$ cat src/rtl/stopwatch_timekeeper_pkg.sv
// Shared definitions for the stopwatch: FSM state encoding, BCD digit constants
// and the tick-divider length helper.
package stopwatch_timekeeper_pkg;

  typedef enum logic [1:0] {
    ST_STOPPED = 2'd0,
    ST_RUNNING = 2'd1,
    ST_SETTING = 2'd2
  } state_t;

  localparam int unsigned DIGIT_W = 4;
  localparam logic [DIGIT_W-1:0] MAX_DIGIT = 4'd9;

  function automatic int unsigned calc_ticks(input int unsigned clk_hz,
                                             input int unsigned tick_hz);
    return clk_hz / tick_hz;
  endfunction

endpackage

$ cat src/rtl/stopwatch_timekeeper_bcd_decade.sv
// One BCD decade: counts 0..9 on inc, wraps to 0, and flags carry_out when an
// increment arrives at 9 so the next decade can be chained.
module bcd_decade
  import stopwatch_timekeeper_pkg::*;
(
  input  logic               clk,
  input  logic               inc,
  input  logic               load_zero,
  output logic [DIGIT_W-1:0] digit,
  output logic               carry_out
);

  always_ff @(posedge clk) begin
    if (load_zero) begin
      digit <= '0;
    end else if (inc) begin
      // >= keeps the digit inside 0..9 even if it ever held an illegal code
      digit <= (digit >= MAX_DIGIT) ? '0 : digit + 4'd1;
    end
  end

  assign carry_out = inc && (digit == MAX_DIGIT);

endmodule

$ cat src/rtl/stopwatch_timekeeper.sv
// Stopwatch core: tick divider, STOPPED/RUNNING/SETTING control FSM and a
// four-decade BCD counter presenting SS.hh on number.
module stopwatch_timekeeper
  import stopwatch_timekeeper_pkg::*;
#(
  parameter int unsigned BOARD_CLOCK_FREQUENCY_IN_HZ = 100_000_000,
  parameter int unsigned TICK_RATE_IN_HZ             = 100
) (
  input  logic        clk,
  input  logic        rst,
  input  logic        start_stop,
  input  logic        clear,
  input  logic        set_toggle,
  input  logic        digit_inc,
  output logic [15:0] number,
  output logic        set_mode,
  output logic        running,
  output logic [1:0]  set_digit
);

  localparam int unsigned TICKS = calc_ticks(BOARD_CLOCK_FREQUENCY_IN_HZ, TICK_RATE_IN_HZ);
  localparam int unsigned CNT_W = (TICKS > 1) ? $clog2(TICKS) : 1;
  localparam logic [CNT_W-1:0] LAST = CNT_W'(TICKS - 1);

  state_t           state, state_n;
  logic [1:0]       set_digit_n;
  logic             set_inc;
  logic [CNT_W-1:0] div_cnt;
  logic             tick, tick_inc, load_zero;

  logic [DIGIT_W-1:0] d0, d1, d2, d3;
  logic inc0, inc1, inc2, inc3;
  logic carry0, carry1, carry2, carry3_unused;

  always_ff @(posedge clk) begin
    if (rst) begin
      state     <= ST_STOPPED;
      set_digit <= 2'd3;
    end else begin
      state     <= state_n;
      set_digit <= set_digit_n;
    end
  end

  // Pulses are resolved in priority order; the first applicable one wins.
  always_comb begin
    state_n     = state;
    set_digit_n = set_digit;
    set_inc     = 1'b0;
    if (clear) begin
      state_n = ST_STOPPED;
    end else begin
      unique case (state)
        ST_STOPPED: begin
          if (set_toggle) begin
            state_n     = ST_SETTING;
            set_digit_n = 2'd3;
          end else if (start_stop) begin
            state_n = ST_RUNNING;
          end
        end
        ST_RUNNING: begin
          if (start_stop) state_n = ST_STOPPED;
        end
        ST_SETTING: begin
          if (set_toggle) begin
            state_n = ST_STOPPED;
          end else if (start_stop) begin
            set_digit_n = set_digit - 2'd1;
          end else if (digit_inc) begin
            set_inc = 1'b1;
          end
        end
        default: state_n = ST_STOPPED;
      endcase
    end
  end

  always_ff @(posedge clk) begin
    if (rst || clear || state != ST_RUNNING || div_cnt == LAST) begin
      div_cnt <= '0;
    end else begin
      div_cnt <= div_cnt + 1'b1;
    end
  end

  assign tick      = (state == ST_RUNNING) && (div_cnt == LAST);
  assign tick_inc  = tick && !clear;
  assign load_zero = rst || clear;

  // SETTING steers a single digit with no carry; otherwise the tick ripples up.
  always_comb begin
    if (state == ST_SETTING) begin
      inc0 = set_inc && (set_digit == 2'd0);
      inc1 = set_inc && (set_digit == 2'd1);
      inc2 = set_inc && (set_digit == 2'd2);
      inc3 = set_inc && (set_digit == 2'd3);
    end else begin
      inc0 = tick_inc;
      inc1 = carry0;
      inc2 = carry1;
      inc3 = carry2;
    end
  end

  bcd_decade u_hundredths (
    .clk(clk), .inc(inc0), .load_zero(load_zero), .digit(d0), .carry_out(carry0)
  );
  bcd_decade u_tenths (
    .clk(clk), .inc(inc1), .load_zero(load_zero), .digit(d1), .carry_out(carry1)
  );
  bcd_decade u_seconds (
    .clk(clk), .inc(inc2), .load_zero(load_zero), .digit(d2), .carry_out(carry2)
  );
  bcd_decade u_tens (
    .clk(clk), .inc(inc3), .load_zero(load_zero), .digit(d3), .carry_out(carry3_unused)
  );

  assign number   = {d3, d2, d1, d0};
  assign set_mode = (state == ST_SETTING);
  assign running  = (state == ST_RUNNING);

endmodule
$ cat config.mk
export PLATFORM = sky130hd
export DESIGN_NAME = stopwatch_timekeeper
export DESIGN_NICKNAME = d
export VERILOG_FILES = /design/src/rtl/stopwatch_timekeeper_pkg.sv /design/src/rtl/stopwatch_timekeeper_bcd_decade.sv /design/src/rtl/stopwatch_timekeeper.sv
export SDC_FILE = /design/constraint.sdc
export NUM_CORES = 1
export LEC_CHECK = 0
export ABC_AREA = 0
export CAP_MARGIN = 15
export CELL_PAD_IN_SITES_DETAIL_PLACEMENT = 0
export CELL_PAD_IN_SITES_GLOBAL_PLACEMENT = 1
export CORE_ASPECT_RATIO = 2
export CORE_MARGIN = 8
export CORE_UTILIZATION = 36
export DETAILED_ROUTE_END_ITERATION = 6
export PLACE_DENSITY_LB_ADDON = 0.1
export SLEW_MARGIN = 20
export SYNTH_ARGS = -nofsm -noshare
export SYNTH_HDL_FRONTEND = slang
export SYNTH_SLANG_ARGS = --single-unit
$ cat constraint.sdc
create_clock -name clk -period 2.1 [get_ports clk]
set_input_delay 0.525 -clock clk [delete_from_list [all_inputs] [get_ports clk]]
set_output_delay 0.525 -clock clk [all_outputs]
set_load 0.01 [all_outputs]
==> metrics.yaml <==
layout_worst_path_cycle_share: 0.978
ys_ff_latch: 40
crit_path_start_kind: "register"
finish.instance_area_um2: 2980
critPathTopFamily: "simple AND/OR/NAND/NOR gates"
cts_tree: "done"
top_cells_by_area_synth: "dfxtp_1, ha_1, nor2_1"
nets: 338
detail_route.wirelength_mm: 4.95
max_cap_viol_count: 0
edff_count_synth: 0
port_buffers: 25
post_synth_inst_count: 255
netlist_top_cells_count: "dfxtp_1, nor2_1, nand2_1, nand3_1, ha_1"
fillerInstances: 613
worst_skew_pair.late_latency_ns: 0.28
startpoint: "div_cnt[12]$_SDFF_PP0_"
seq_area_frac_synth: 0.372
worst_ep_required_time_ns: 2.32
antenna_found_initial: 0
synth_largest_type_area_fraction: 0.372
cts.reportedPaths.clkPinSlew_ns: 0.06
setup_repair_after_global_routing_missed_its_margin: "yes"
residual_drc_count: 0
vias: 1906
syn_area_per_cell_um2: 8.44
first_global_vias: 1844
hold_path_startpoint: "u_tens.digit[3]$_SDFFE_PP0P_"
rr_startpoint: "div_cnt[12]$_SDFF_PP0_"
timing.critical_path.slowest_stage_cell: "or4b_4"
syn-num-nets: 278
internal_power_mw: 1.47
total_switching_power_mw: 0.328
cts_htree_levels: 2
global_route.overflow_total: 0
numCtsBuffers: 5
top_level_ports: 26
crit_path_cell_trace: "or4b_4 > nor4_4 > buf_4 > nand4_1 > a2111o_1 > o21ai_1"
total_buffers_and_inverters_traversed_by_the_critical_path: 1
ir_worst_vdd_mv: 0.407
grt_pass1_wl_mm: 8.47
timing.critical_path.arrival_ns: 2.27
cts_hold_buf: 0
place_worst_setup_slack_ns: -0.450
cts.root.buffer_cell: "clkbuf_16"
power.sequential.fraction: 0.424
avgViaCountPerCell: 5.04
dr.pass1.iters: 3
worst-slew-pin-transition_ns: 0.388
die_h_um: 125
sw_frac_of_total: 0.182
die_outline_area_um2: 8860
drive_above_1_share: 0.197
timing.final.max_slew_violations: 0
postLayoutSetupSlackWorst_ns: 0.0454
critical_path_end_type: "register"
synth_area_leader_cell: "dfxtp_1"
cts_num_sinks: 40
maxClockFrequency_mhz: 487
power.density_cell_area_nw_per_um2: 603
fin_total_pwr_mw: 1.80
outcome: "finished clean"
core_occupancy_in_the_finished_layout: 0.505
combinational_cell_fraction_of_total_power: 0.039
gr-usage-all-layers: 0.116
clock_network_fraction_of_total_power: 0.537
final-setup-viol-count: 0
place_hpwl_mm: 3.72
coreArea_um2: 5910
worst_path_largest_cell_delay_ns: 0.54
globalplace.congestion: 0.753
clk_path_buf_depth: 2
drt_iter0_drc: 105
total_leakage_power_nw: 1.17
finClkSkew_ns: 0.00388
post_synth_num_cell_types: 42
class_of_the_most_critical_hold_timing_path: "reg2reg"
starting_density_of_the_core: 0.364
fp.dieW_um: 70.7
placementRows: 40
finalHoldViolations: 0
postPlaceCellArea_um2: 2690
synthArstFlopShare: 0
finalCriticalPeriod_ns: 2.05
setup.worst_path.class: "reg2reg"
crit_fanout: 5
largest_net_degree_at_the_start_of_global_routing: 21
drt_antenna_net_count: 0
route.detailed.wl_per_inst_um: 13.1
synth-warning-count: 0
timing.reg2reg.setup_slack_ns: 0.05
syn_area_um2: 2150
area_growth_syn_to_layout_pct: 38.6
maxSlewHeadroom: 0.741
synthMostInstantiatedCell: "dfxtp_1"
antennaDiodeCount: 0
ys_dominant_reg_cell: "dfxtp_1"
-- worst register-to-register path: stages (launching register included) --
cell	delay, ns
dfxtp_2	0.32
or4b_4	0.54
nor4_4	0.26
buf_4	0.18
nand4_1	0.20
a2111o_1	0.42
o21ai_1	0.06
-- state kept, by name, summed over array words and instances (netlist names) --
register,cells
u_tenths.digit,4
div_cnt,20
set_digit,2
state,2
u_seconds.digit,4
u_tens.digit,4
u_hundredths.digit,4
-- power by group through the flow --
stage,Combinational [mW],Sequential (mW),Clock (mW)
final,0.0700,0.763,0.965
after global routing,0.0770,0.763,1.02
after CTS,0.0674,0.762,0.992
after detailed placement,0.0660,0.779,0
after global placement,0.0656,0.779,0
after floorplan,0.0279,0.781,0
-- layer usage --
layer	wire length, um	part of all wire	global-route usage
met5	0	0	0
met4	87	0.018	0.0482
met3	226	0.046	0.0384
met2	2410	0.49	0.189
met1	2220	0.45	0.135
-- repair_timing --
| action | CTS | global route |
|---|---|---|
| gates resized for setup | 5 | 15 |
| setup buffers | 2 | 1 |
| pin swaps | 5 | 5 |
| setup endpoints to repair | 15 | 15 |
-- kinds of logic after synthesis --
logic type / after synthesis / synth area share
flip-flops: 40 / 0.372
buffers and inverters: 21 / 0.0401
AO/OA/AOI/OAI: 34 / 0.101
AND/OR/NAND/NOR: 123 / 0.306
adder cells (fa/ha/maj): 17 / 0.0988
multiplexers: 1 / 0.00465
XOR/XNOR: 19 / 0.0773
-- area by class of cell --
type                    count  area, um^2  area share
multi-input cells         194        1350       0.451
flip-flops and latches     40         802       0.269
repair buffers             58         512       0.172
clock buffers               5         125      0.0419
well taps                  63        78.8      0.0264
clock inverters             2        60.1      0.0201
inverters                  16        60.1      0.0201
-- final timing paths --
| check | to | cells after the start |
|---|---|---|
| worst max register to register | u_tens.digit[2]$_SDFFE_PP0P_ | 6 |
| worst max-delay path | u_tens.digit[2]$_SDFFE_PP0P_ | 6 |
| worst min-delay path | u_tens.digit[3]$_SDFFE_PP0P_ | 2 |
| worst min register to register | u_tens.digit[3]$_SDFFE_PP0P_ | 2 |
-- through the flow --
step	TNS, ns	hold WS, ns	instances
2_1_floorplan	0	0.442	255
5_1_grt	-0.0580	0.534	378
3_5_place_dp	-5.32	0.499	368
6_report	0	0.495	378
3_3_place_gp	-4.72	0.498	368
4_1_cts	0	0.507	377
-- layout by cell type, fill, tap and decap left out, types with 2 or more instances in the layout --
cell	instances
nor2_1	32
nand4_1	7
ha_1	17
xnor2_1	11
buf_4	32
o21ai_1	3
xor2_1	8
a31oi_2	3
dfxtp_1	39
clkbuf_16	5
a21oi_1	4
and3_1	7
nand3_1	17
nand2_1	22
nor2_2	2
a21oi_2	2
clkdlybuf4s50_1	23
nor2b_1	2
o21ai_0	9
nor3_1	6
nand3b_1	5
o211ai_1	3
o31ai_1	4
inv_1	16
bufinv_16	2
nand2b_1	7
No activity file was read; power rests on OpenSTA's default activity.
